--- config.mk ---
export PLATFORM = sky130hd
export DESIGN_NAME = fifo_wr_arbiter
export DESIGN_NICKNAME = d
export VERILOG_FILES = /design/src/rtl/fifo_wr_arbiter.sv
export SDC_FILE = /design/constraint.sdc
export NUM_CORES = 1
export LEC_CHECK = 0
export CAP_MARGIN = 20
export CORE_ASPECT_RATIO = 1.75
export CORE_MARGIN = 1.5
export CORE_UTILIZATION = 36
export DETAILED_ROUTE_END_ITERATION = 8
export GPL_ROUTABILITY_DRIVEN = 0
export HOLD_SLACK_MARGIN = 0.12
export PLACE_DENSITY = 0.76
export SLEW_MARGIN = 20
export SYNTH_ARGS = -nofsm -noshare
export SYNTH_HDL_FRONTEND = slang
export SYNTH_SLANG_ARGS = --single-unit
--- constraint.sdc ---
create_clock -name wclk -period 2.15 [get_ports wclk]
set_clock_uncertainty 0.05 [all_clocks]
set_input_delay 0.215 -clock wclk [delete_from_list [all_inputs] [get_ports wclk]]
set_output_delay 0.215 -clock wclk [all_outputs]
set_load 0.01 [all_outputs]
--- src/rtl/fifo_wr_arbiter.sv ---
// Round-robin write arbiter: grants one requester at a time the right to
// push up to `burst` words into a FIFO, stalling on wfull.
module fifo_wr_arbiter #(
  parameter int dw    = 8,
  parameter int nreq  = 4,
  parameter int burst = 4
) (
  input  logic               wclk,
  input  logic               wrst_n,
  input  logic [nreq-1:0]    req,
  input  logic [nreq*dw-1:0] req_data,
  output logic [nreq-1:0]    ack,
  output logic [nreq-1:0]    gnt,
  input  logic               wfull,
  output logic               winc,
  output logic [dw-1:0]      wdata
);

  localparam int pw = $clog2(nreq);
  localparam int cw = $clog2(burst + 1);
  localparam logic [cw-1:0] last = cw'(burst - 1);

  typedef enum logic {IDLE, XFER} state_t;

  state_t          state;
  logic [pw-1:0]   rr_ptr;
  logic [cw-1:0]   cnt;

  logic [nreq-1:0] pick;
  logic [pw-1:0]   idx;
  logic [pw-1:0]   next_ptr;
  logic            found;
  logic            own_req;
  logic [dw-1:0]   own_data;

  // Round-robin pick: first asserted request at or above rr_ptr, wrapping.
  always_comb begin
    pick     = '0;
    next_ptr = rr_ptr;
    idx      = '0;
    found    = 1'b0;
    for (int k = 0; k < nreq; k++) begin
      idx = pw'((int'(rr_ptr) + k) % nreq);
      if (!found && req[idx]) begin
        found     = 1'b1;
        pick[idx] = 1'b1;
        next_ptr  = pw'((int'(idx) + 1) % nreq);
      end
    end
  end

  // Owner request/data mux, selected by the one-hot grant register.
  always_comb begin
    own_req  = |(req & gnt);
    own_data = '0;
    for (int i = 0; i < nreq; i++)
      if (gnt[i]) own_data = own_data | req_data[i*dw +: dw];
  end

  // Transfer side is combinational off registered state, so reset clears it
  // immediately and a full FIFO blocks the write in the same cycle.
  assign winc  = (state == XFER) & own_req & ~wfull;
  assign ack   = gnt & {nreq{winc}};
  assign wdata = winc ? own_data : '0;

  // Grant FSM: IDLE picks an owner (one bubble cycle), XFER moves words
  // until the burst is used up or the owner stops requesting.
  always_ff @(posedge wclk or negedge wrst_n) begin
    if (!wrst_n) begin
      state  <= IDLE;
      gnt    <= '0;
      rr_ptr <= '0;
      cnt    <= '0;
    end else begin
      case (state)
        IDLE: begin
          if (found) begin
            gnt    <= pick;
            rr_ptr <= next_ptr;
            cnt    <= '0;
            state  <= XFER;
          end
        end
        XFER: begin
          if ((winc && cnt == last) || !own_req) begin
            gnt   <= '0;
            cnt   <= '0;
            state <= IDLE;
          end else if (winc) begin
            cnt <= cnt + 1'b1;
          end
        end
        default: begin
          gnt   <= '0;
          state <= IDLE;
        end
      endcase
    end
  end

endmodule

==> results of run 1 <==
-- cell families (layout without fill, tap and decap cells) --
logic type               after synthesis  in the layout  share of synthesized area
AO/OA/AOI/OAI                         51             51                      0.316
AND/OR/NAND/NOR                       31             31                      0.168
buffers and inverters                 21             87                     0.0867
adder cells (fa/ha/maj)               10             10                      0.113
flip-flops                            10             10                      0.225
multiplexers                           6              7                     0.0912
-- area by class of cell --
type	count	area, sq um	area share
inverters	11	43.8	0.0237
well taps	28	35.0	0.0190
repair buffers	73	663	0.359
multi-input cells	99	812	0.440
flip-flops and latches	10	250	0.136
clock buffers	3	41.3	0.0224
-- report_power, final --
part	internal (mW)	switching, mW
Combinational	0.724	0.786
Clock	0.121	0.0582
Sequential	0.259	0.0421
Total	1.10	0.886
-- state kept, by name, indices dropped and copies added (netlist names) --
register	cells
cnt	3
gnt	4
rr_ptr	2
state	1
-- timing repair --
action | in CTS | in global routing
cloned | 0 | 1
pin swaps | 0 | 1
setup buffers | 0 | 0
resized for setup | 14 | 16
hold buffers | 0 | 0
setup endpoints to repair | 13 | 12
hold endpoints to repair | 0 | 0
-- layer usage --
metal	track usage	share of wire	vias up
met1	0.232	0.32	637
met5	0	0	-
li1	-	-	632
met2	0.479	0.58	84
met4	0.0824	0.022	0
met3	0.0450	0.074	12
-- worst reg2reg max path: stages (launching register included) --
cell     delay, ns
dfrtp_1       0.36
inv_1         0.11
ha_2          0.42
mux4_2        0.38
or3b_1        0.37
a21oi_1       0.17
o32a_1        0.16
-- path summary, 6_finish.rpt --
check,slack [ns],cells after the start,from,endpoint
min in group wclk,0.47,1,cnt[1]$_DFFE_PN0P_,cnt[1]$_DFFE_PN0P_
worst min-delay path,0.24,1,wrst_n,cnt[0]$_DFFE_PN0P_
worst min register to register,0.47,1,cnt[1]$_DFFE_PN0P_,cnt[1]$_DFFE_PN0P_
worst max-delay path,0.07,6,req[0],wdata[1]
worst max register to register,0.08,6,rr_ptr[1]$_DFFE_PN0P_,rr_ptr[1]$_DFFE_PN0P_
max in group asynchronous,1.51,1,wrst_n,gnt[0]$_DFFE_PN0P_
-- placed cells by master (no fill, tap or decap), types with 3 or more instances in the layout --
| cell | synthesis | final |
|---|---|---|
| mux2_2 | 3 | 3 |
| a22oi_1 | 16 | 16 |
| mux4_2 | 3 | 3 |
| buf_4 | 0 | 18 |
| dlygate4sd2_1 | 0 | 6 |
| clkbuf_2 | 0 | 3 |
| ha_1 | 10 | 9 |
| a221oi_1 | 4 | 3 |
| a221o_1 | 4 | 4 |
| nor3b_1 | 3 | 3 |
| inv_1 | 10 | 10 |
| a21oi_1 | 17 | 16 |
| clkdlybuf4s50_1 | 0 | 42 |
| nand2_1 | 4 | 4 |
| clkbuf_8 | 0 | 3 |
| and2_1 | 4 | 4 |
| dfrtp_1 | 10 | 10 |
| clkdlybuf4s15_1 | 0 | 4 |
| nor2_1 | 8 | 8 |
| o21ai_0 | 5 | 4 |
| nand3b_1 | 4 | 4 |
-- per-stage QoR --
stage / hold WS [ns] / setup WS [ns] / util / TNS [ns]
3_5_place_dp: 0.456 / -0.337 / 0.607 / -4.02
3_3_place_gp: 0.437 / -0.299 / 0.607 / -3.39
6_report: 0.243 / 0.0712 / 0.630 / 0
5_1_grt: 0.274 / -0.00731 / 0.630 / -0.00979
2_1_floorplan: -0.131 / 0.0223 / - / 0
4_1_cts: 0.252 / 0.0489 / 0.616 / 0
==> flow_metrics.py, run 1 <==
metrics = {
    "sta": {
        "drv_slew": 0,
        "fin_crit_sh": 0.967,
        "final-hold-violation-count": 0,
        "rsz0062_at_grt": "true",
        "finalSetupViolations": 0,
        "slew_headroom": 0.623,
        "fmax_mhz": 481,
        "fin_crit_ns": 2.08,
        "tightest_slew_ns": 0.559,
    },
    "synth": {
        "synth_ff_type": "dfrtp_1",
        "synth.top_cells.by_area": "dfrtp_1, ha_1, a22oi_1",
        "synth_area_sq_um": 1110,
        "syn_nets": 178,
        "synth_seq_area_share": 0.225,
        "syn_inst": 129,
        "yosys-top-cells-count": "a21oi_1, a22oi_1, dfrtp_1, ha_1, inv_1",
        "yosysMostFrequentCell": "a21oi_1",
        "postSynthAreaPerCell_sq_um": 8.61,
        "synthArstFlopShare": 1.00,
        "yosysTopAreaCell": "dfrtp_1",
        "synth_edf_count": 0,
        "synth_seq_cells": 10,
        "netlist.area_leader.share": 0.225,
        "yosys_warnings": 0,
        "ys_types": 31,
    },
    "global_route": {
        "track_usage": 0.246,
        "grt_max_degree": 15,
        "grt_pass1_vias": 1358,
        "gr-total-overflow": 0,
        "grt_pass1_wl_microns": 6370,
        "antenna_found_initial": 0,
    },
    "detailed_routing": {
        "wire_per_inst_microns": 18.5,
        "routed_wl_microns": 4140,
        "first_pass_iters": 4,
        "vias": 1365,
        "drc": 0,
        "drtIter0Drc": 39,
        "routed_via_density": 6.09,
        "drtAntennaViolNets": 0,
    },
    "cts": {
        "path_clk_slew_ns": 0.04,
        "cts_sinks": 10,
        "cts_buffer_depth": 2,
        "clock-root-buffer": "clkbuf_8",
        "cts_made_buffers": 3,
        "cts_tree": "yes",
        "clkLatencyLatePin_ns": 0.22,
        "cts_max_level": 1,
    },
    "placement": {
        "post_dp_cell_area_sq_um": 1780,
        "dp_cells": 220,
        "portBuffers": 55,
        "dp_hpwl_microns": 3250,
    },
    "cells_and_area": {
        "final_cell_area_sq_um": 1850,
        "layoutNonFillerInstCount": 224,
        "diodes": 0,
        "num-fill-cells": 242,
        "area_growth_pct": 66.1,
        "nNetsFinal": 247,
        "layout-drive-gt1-share": 0.189,
    },
    "pwr": {
        "p_per_area_nw_per_um2": 1080,
        "power_mw": 1.99,
        "p_leak_nw": 0.787,
        "peakVddDrop_mv": 0.765,
    },
    "hold_path": {
        "worstHoldPathType": "primary input to async pin",
    },
    "floorplanning": {
        "floorplan.initialDensity": 0.379,
        "die_h_microns": 76.5,
        "core-area_sq_um": 2930,
        "die_w_microns": 45.0,
        "design.portCount": 56,
        "num_rows": 26,
        "die_area_sq_um": 3440,
    },
    "flow_run": {
        "cap_violations": 0,
    },
    "worst_setup_path": {
        "cp-start-kind": "primary input",
        "endpoint_kind": "output pin",
        "crit_type": "primary input to output pin",
        "cpPeakStageDelay_ns": 0.50,
        "cp_top_family": "buffers and inverters",
        "crit_path_cell_trace": "clkdlybuf4s50_1, a22o_1, nor2_1, or3b_4, a21oi_1, dlygate4sd2_1",
        "crit_path_top_delay_cell": "clkdlybuf4s50_1",
        "worst_ep_required_time_ns": 1.88,
        "path_buf_inv": 2,
        "worstPathArrival_ns": 1.81,
        "crit_path_max_fanout": 9,
    },
    "status": {
        "outcome": "completed",
    },
}
Note: power is estimated with default switching activity, not from simulation.
==> run 2, diff against run 1 <==
Settings changed: CORE_ASPECT_RATIO 1.75 to unset, SLEW_MARGIN 20 to 10.
==> run 2 against run 1 <==
First-iteration DRC count rose to 2.7 times the previous value. Critical path type unchanged. Hold slack worse by 0.032 ns. Sequential share of layout area about the same.
==> flow_metrics.py, run 2 (synthesis results as in run 1) <==
metrics = {
    "cts": {
        "cts_buffer_depth": 2,
        "cts_max_level": 1,
        "clock-root-buffer": "clkbuf_4",
        "cts_hold_buf": 0,
        "path_clk_slew_ns": 0.07,
        "cts_setup_buffers": 0,
        "clkLatencyLatePin_ns": 0.27,
        "cts_made_buffers": 3,
        "cts_sinks": 10,
        "cts_tree": "yes",
    },
    "flow_run": {
        "cap_violations": 0,
    },
    "sta": {
        "final-hold-violation-count": 0,
        "rsz0062_at_grt": "false",
        "finalSetupViolations": 0,
        "tns_ns": 0,
        "fmax_mhz": 479,
        "tightest_slew_ns": 0.459,
        "fin_crit_ns": 2.09,
        "slew_headroom": 0.693,
        "fin_crit_sh": 0.972,
        "drv_slew": 0,
    },
    "worst_setup_path": {
        "endpoint_kind": "output pin",
        "crit_path_top_delay_cell": "clkdlybuf4s50_1",
        "cpPeakStageDelay_ns": 0.48,
        "crit_path_cell_trace": "clkdlybuf4s50_1, a22o_1, nor2_1, or3b_4, inv_2, and2_1, dlygate4sd2_1",
        "cp-startpoint": "req[0]",
        "cp-start-kind": "primary input",
        "r2r-start": "rr_ptr[1]$_DFFE_PN0P_",
        "crit_type": "primary input to output pin",
        "cp_top_family": "buffers and inverters",
        "path_buf_inv": 3,
        "worst_ep_required_time_ns": 1.88,
        "worstPathArrival_ns": 1.82,
        "crit_path_max_fanout": 9,
    },
    "global_route": {
        "grt_max_degree": 15,
        "antenna_found_initial": 0,
        "met1_usage": 0.263,
        "grt_pass1_wl_microns": 5780,
        "grt_pass1_vias": 1246,
        "gr-total-overflow": 0,
        "track_usage": 0.220,
        "gr-usage-met2": 0.398,
        "busiest_layer": "met2",
        "grtUsageMet3": 0.0330,
    },
    "cells_and_area": {
        "largest_reg_flops": 4,
        "regMostFlops": "gnt",
        "area_growth_pct": 66.0,
        "layout_common_cells": "clkdlybuf4s50_1, buf_4, a22oi_1, a21oi_1, dlygate4sd2_1",
        "layout-drive-gt1-share": 0.172,
        "nNetsFinal": 248,
        "reg.largest.list": "gnt (4), cnt (3), rr_ptr (2)",
        "diodes": 0,
        "layout_commonest_cell": "clkdlybuf4s50_1",
        "num-fill-cells": 234,
        "final_cell_area_sq_um": 1840,
        "utilization": 0.646,
    },
    "detailed_routing": {
        "drtIter0Drc": 104,
        "first_pass_iters": 4,
        "drc": 0,
        "routed_via_density": 6.14,
        "vias": 1407,
        "routed_wl_microns": 3930,
        "wire_per_inst_microns": 17.2,
        "drtAntennaViolNets": 0,
    },
    "floorplanning": {
        "core-area_sq_um": 2850,
        "design.portCount": 56,
        "num_rows": 19,
        "floorplan.initialDensity": 0.389,
        "die_area_sq_um": 3430,
        "die_h_microns": 58.6,
        "die_w_microns": 58.6,
    },
    "pwr": {
        "p_leak_nw": 0.811,
        "p_per_area_nw_per_um2": 1050,
        "peakVddDrop_mv": 0.579,
    },
    "placement": {
        "post_dp_cell_area_sq_um": 1790,
        "portBuffers": 55,
        "dp_hpwl_microns": 2980,
    },
    "status": {
        "outcome": "completed",
    },
    "hold_path": {
        "worstHoldPathType": "primary input to async pin",
    },
}
run 2: cell count changes in the layout (fill, tap and decap cells not counted), moves of 2 or more:
cell / change
clkbuf_8: -2
clkbuf_4: +3
dlygate4sd2_1: +6
clkbuf_2: -3
clkdlybuf4s15_1: -3
run 2: layout make-up:
class / instances / area (sq um) / area share
multi-input cells: 99 / 800 / 0.434
repair buffers: 74 / 678 / 0.368
flip-flops and latches: 10 / 250 / 0.136
inverters: 11 / 41.3 / 0.0224
well taps: 31 / 38.8 / 0.0210
clock buffers: 4 / 36.3 / 0.0197
run 2: power by group:
| group | switching (mW) | internal, mW | total, mW |
|---|---|---|---|
| logic | 0.748 | 0.711 | 1.46 |
| clock network | 0.0671 | 0.103 | 0.170 |
| registers | 0.0452 | 0.258 | 0.303 |
run 2: routing by layer:
layer / vias to the layer above / part of all wire
li1: 637 / -
met1: 645 / 0.37
met2: 111 / 0.47
met3: 14 / 0.13
met4: 0 / 0.026
met5: - / 0
run 2: metrics by stage:
| stage | hold WS, ns | power (mW) | cells | worst slack (ns) |
|---|---|---|---|---|
| after floorplan | -0.131 | 1.23 | 129 | 0.0223 |
| after global placement | 0.442 | 1.65 | 224 | -0.293 |
| after detailed placement | 0.450 | 1.70 | 224 | -0.340 |
| after CTS | 0.227 | 1.86 | 228 | 0.0489 |
| after global routing | 0.263 | 2.07 | 229 | 0.00144 |
| final | 0.212 | 1.93 | 229 | 0.0609 |
run 2: worst register-to-register path: cells and delay by family, from the launching register on:
kind / cells / cell delay (ns)
compound gates: 3 / 0.60
fa+ha+maj: 1 / 0.42
mux: 1 / 0.42
flops: 1 / 0.35
buf+inv: 1 / 0.10
run 2: final timing paths:
path                            slack [ns]  cells past startpoint                 end
min in group wclk                     0.46                      1  cnt[1]$_DFFE_PN0P_
worst min-delay path                  0.21                      1  cnt[2]$_DFFE_PN0P_
worst max-delay path                  0.06                      7              ack[3]
max in group asynchronous             1.52                      1  cnt[0]$_DFFE_PN0P_
worst max register to register        0.10                      6  gnt[2]$_DFFE_PN0P_
worst min register to register        0.46                      1  cnt[1]$_DFFE_PN0P_
run 2: repair_timing:
action                     in CTS  in global routing
setup endpoints to repair      13                  6
gates resized for setup        14                  3
cloned                          0                  1
==> run 3, diff against run 2 <==
Settings changed: PLACE_DENSITY 0.76 to 0.82.
==> run 3 against run 2 <==
Utilization rose by 0.48 points. Critical path depth fell by 1. Sequential share of layout area fell by 0.10 points. Non-clock buffer count rose by 1. Critical endpoint is now gnt[2]$_DFFE_PN0P_. Die area did not move. Highest routed layer unchanged. Global-route usage fell by 0.17 points. Setup slack got worse by 0.013 ns. Power rose by 3.4%.
==> flow_metrics.py, run 3 (synthesis results as in run 1) <==
metrics = {
    "sta": {
        "fin_crit_sh": 0.978,
        "slew_headroom": 0.695,
        "fmax_mhz": 476,
        "tightest_slew_ns": 0.456,
        "final-hold-violation-count": 0,
        "tns_ns": 0,
        "rsz0062_at_grt": "true",
        "fin_crit_ns": 2.10,
        "drv_slew": 0,
        "finalSetupViolations": 0,
    },
    "global_route": {
        "antenna_found_initial": 0,
        "grt_pass1_vias": 1259,
        "track_usage": 0.218,
        "grt_max_degree": 15,
        "gr-total-overflow": 0,
        "grt_pass1_wl_microns": 5800,
    },
    "detailed_routing": {
        "wire_per_inst_microns": 17.6,
        "routed_via_density": 5.93,
        "routed_wl_microns": 4040,
        "drtIter0Drc": 98,
        "first_pass_iters": 4,
        "vias": 1365,
        "drc": 0,
        "drtAntennaViolNets": 0,
    },
    "worst_setup_path": {
        "endpoint_kind": "flop",
        "worstPathArrival_ns": 2.27,
        "crit_type": "flop to flop",
        "cp-start-kind": "flop",
        "worst_ep_required_time_ns": 2.32,
        "crit_path_max_fanout": 7,
    },
    "floorplanning": {
        "design.portCount": 56,
        "die_h_microns": 58.6,
        "die_w_microns": 58.6,
        "num_rows": 19,
        "core-area_sq_um": 2850,
        "floorplan.initialDensity": 0.389,
        "die_area_sq_um": 3430,
    },
    "cts": {
        "path_clk_slew_ns": 0.08,
        "cts_sinks": 10,
        "cts_made_buffers": 3,
        "cts_buffer_depth": 2,
        "cts_setup_buffers": 0,
        "cts_tree": "yes",
        "clock-root-buffer": "clkbuf_4",
        "clkLatencyLatePin_ns": 0.28,
        "cts_max_level": 1,
    },
    "cells_and_area": {
        "nNetsFinal": 249,
        "largest_reg_flops": 4,
        "layout_commonest_cell": "clkdlybuf4s50_1",
        "diodes": 0,
        "layout-drive-gt1-share": 0.176,
        "reg.largest.list": "gnt (4), cnt (3), rr_ptr (2)",
        "area_growth_pct": 67.2,
        "regMostFlops": "gnt",
        "layout_common_cells": "clkdlybuf4s50_1, buf_4, a22oi_1, a21oi_1",
        "layoutNonFillerInstCount": 230,
        "utilization": 0.651,
        "final_cell_area_sq_um": 1860,
    },
    "placement": {
        "portBuffers": 55,
        "dp_cells": 225,
        "dp_hpwl_microns": 3050,
        "post_dp_cell_area_sq_um": 1800,
    },
    "flow_run": {
        "cap_violations": 0,
    },
    "hold_path": {
        "worstHoldPathType": "primary input to async pin",
    },
    "status": {
        "outcome": "completed",
    },
    "pwr": {
        "peakVddDrop_mv": 0.861,
        "p_leak_nw": 0.805,
        "power_mw": 2.00,
        "p_per_area_nw_per_um2": 1080,
    },
}
-- run 3: layout make-up --
class | count | area [sq um]
well taps | 31 | 38.8
clock buffers | 4 | 36.3
repair buffers | 75 | 689
fillers | 232 | 995
inverters | 11 | 43.8
multi-input cells | 99 | 800
flip-flops and latches | 10 | 250
-- run 3: power breakdown --
group	switching [mW]	internal, mW
combinational	0.777	0.735
sequential	0.0456	0.258
clock	0.0792	0.103
total	0.902	1.10
-- run 3: critical path, cell delays in order, from the launching register on --
cell      delay (ns)
dfrtp_1         0.37
inv_1           0.10
ha_2            0.42
mux4_2          0.38
nand3b_1        0.18
a221oi_1        0.36
a221o_1         0.19
-- run 3: per-layer routing --
| layer | up-vias | global-route usage | wire length [microns] |
|---|---|---|---|
| li1 | 638 | - | - |
| met1 | 657 | 0.273 | 1570 |
| met2 | 65 | 0.388 | 2180 |
| met3 | 5 | 0.0264 | 234 |
| met4 | 0 | 0.0698 | 52 |
| met5 | - | 0 | 0 |
-- run 3: repair_timing --
item                                    CTS  global route
gates cloned                              0             1
endpoints found under the setup margin   13             9
hold buffers                              0             0
gates resized for setup                  14             7
pin swaps                                 0             0
hold endpoints to repair                  0             0
-- run 3: metrics by stage --
stage	hold slack [ns]	worst slack, ns
floorplan	-0.131	0.0223
global route	0.242	-0.00499
CTS	0.208	0.0323
detailed placement	0.447	-0.334
global placement	0.441	-0.291
finish	0.191	0.0483
-- run 3: final timing paths --
kind | cells after the start | slack (ns) | endpoint | from
min reg2reg | 1 | 0.47 | cnt[2]$_DFFE_PN0P_ | cnt[2]$_DFFE_PN0P_
min in group wclk | 1 | 0.47 | cnt[2]$_DFFE_PN0P_ | cnt[2]$_DFFE_PN0P_
max in group asynchronous | 1 | 1.54 | rr_ptr[0]$_DFFE_PN0P_ | wrst_n
min | 1 | 0.19 | cnt[2]$_DFFE_PN0P_ | wrst_n
max | 6 | 0.05 | gnt[2]$_DFFE_PN0P_ | rr_ptr[1]$_DFFE_PN0P_
max reg2reg | 6 | 0.05 | gnt[2]$_DFFE_PN0P_ | rr_ptr[1]$_DFFE_PN0P_
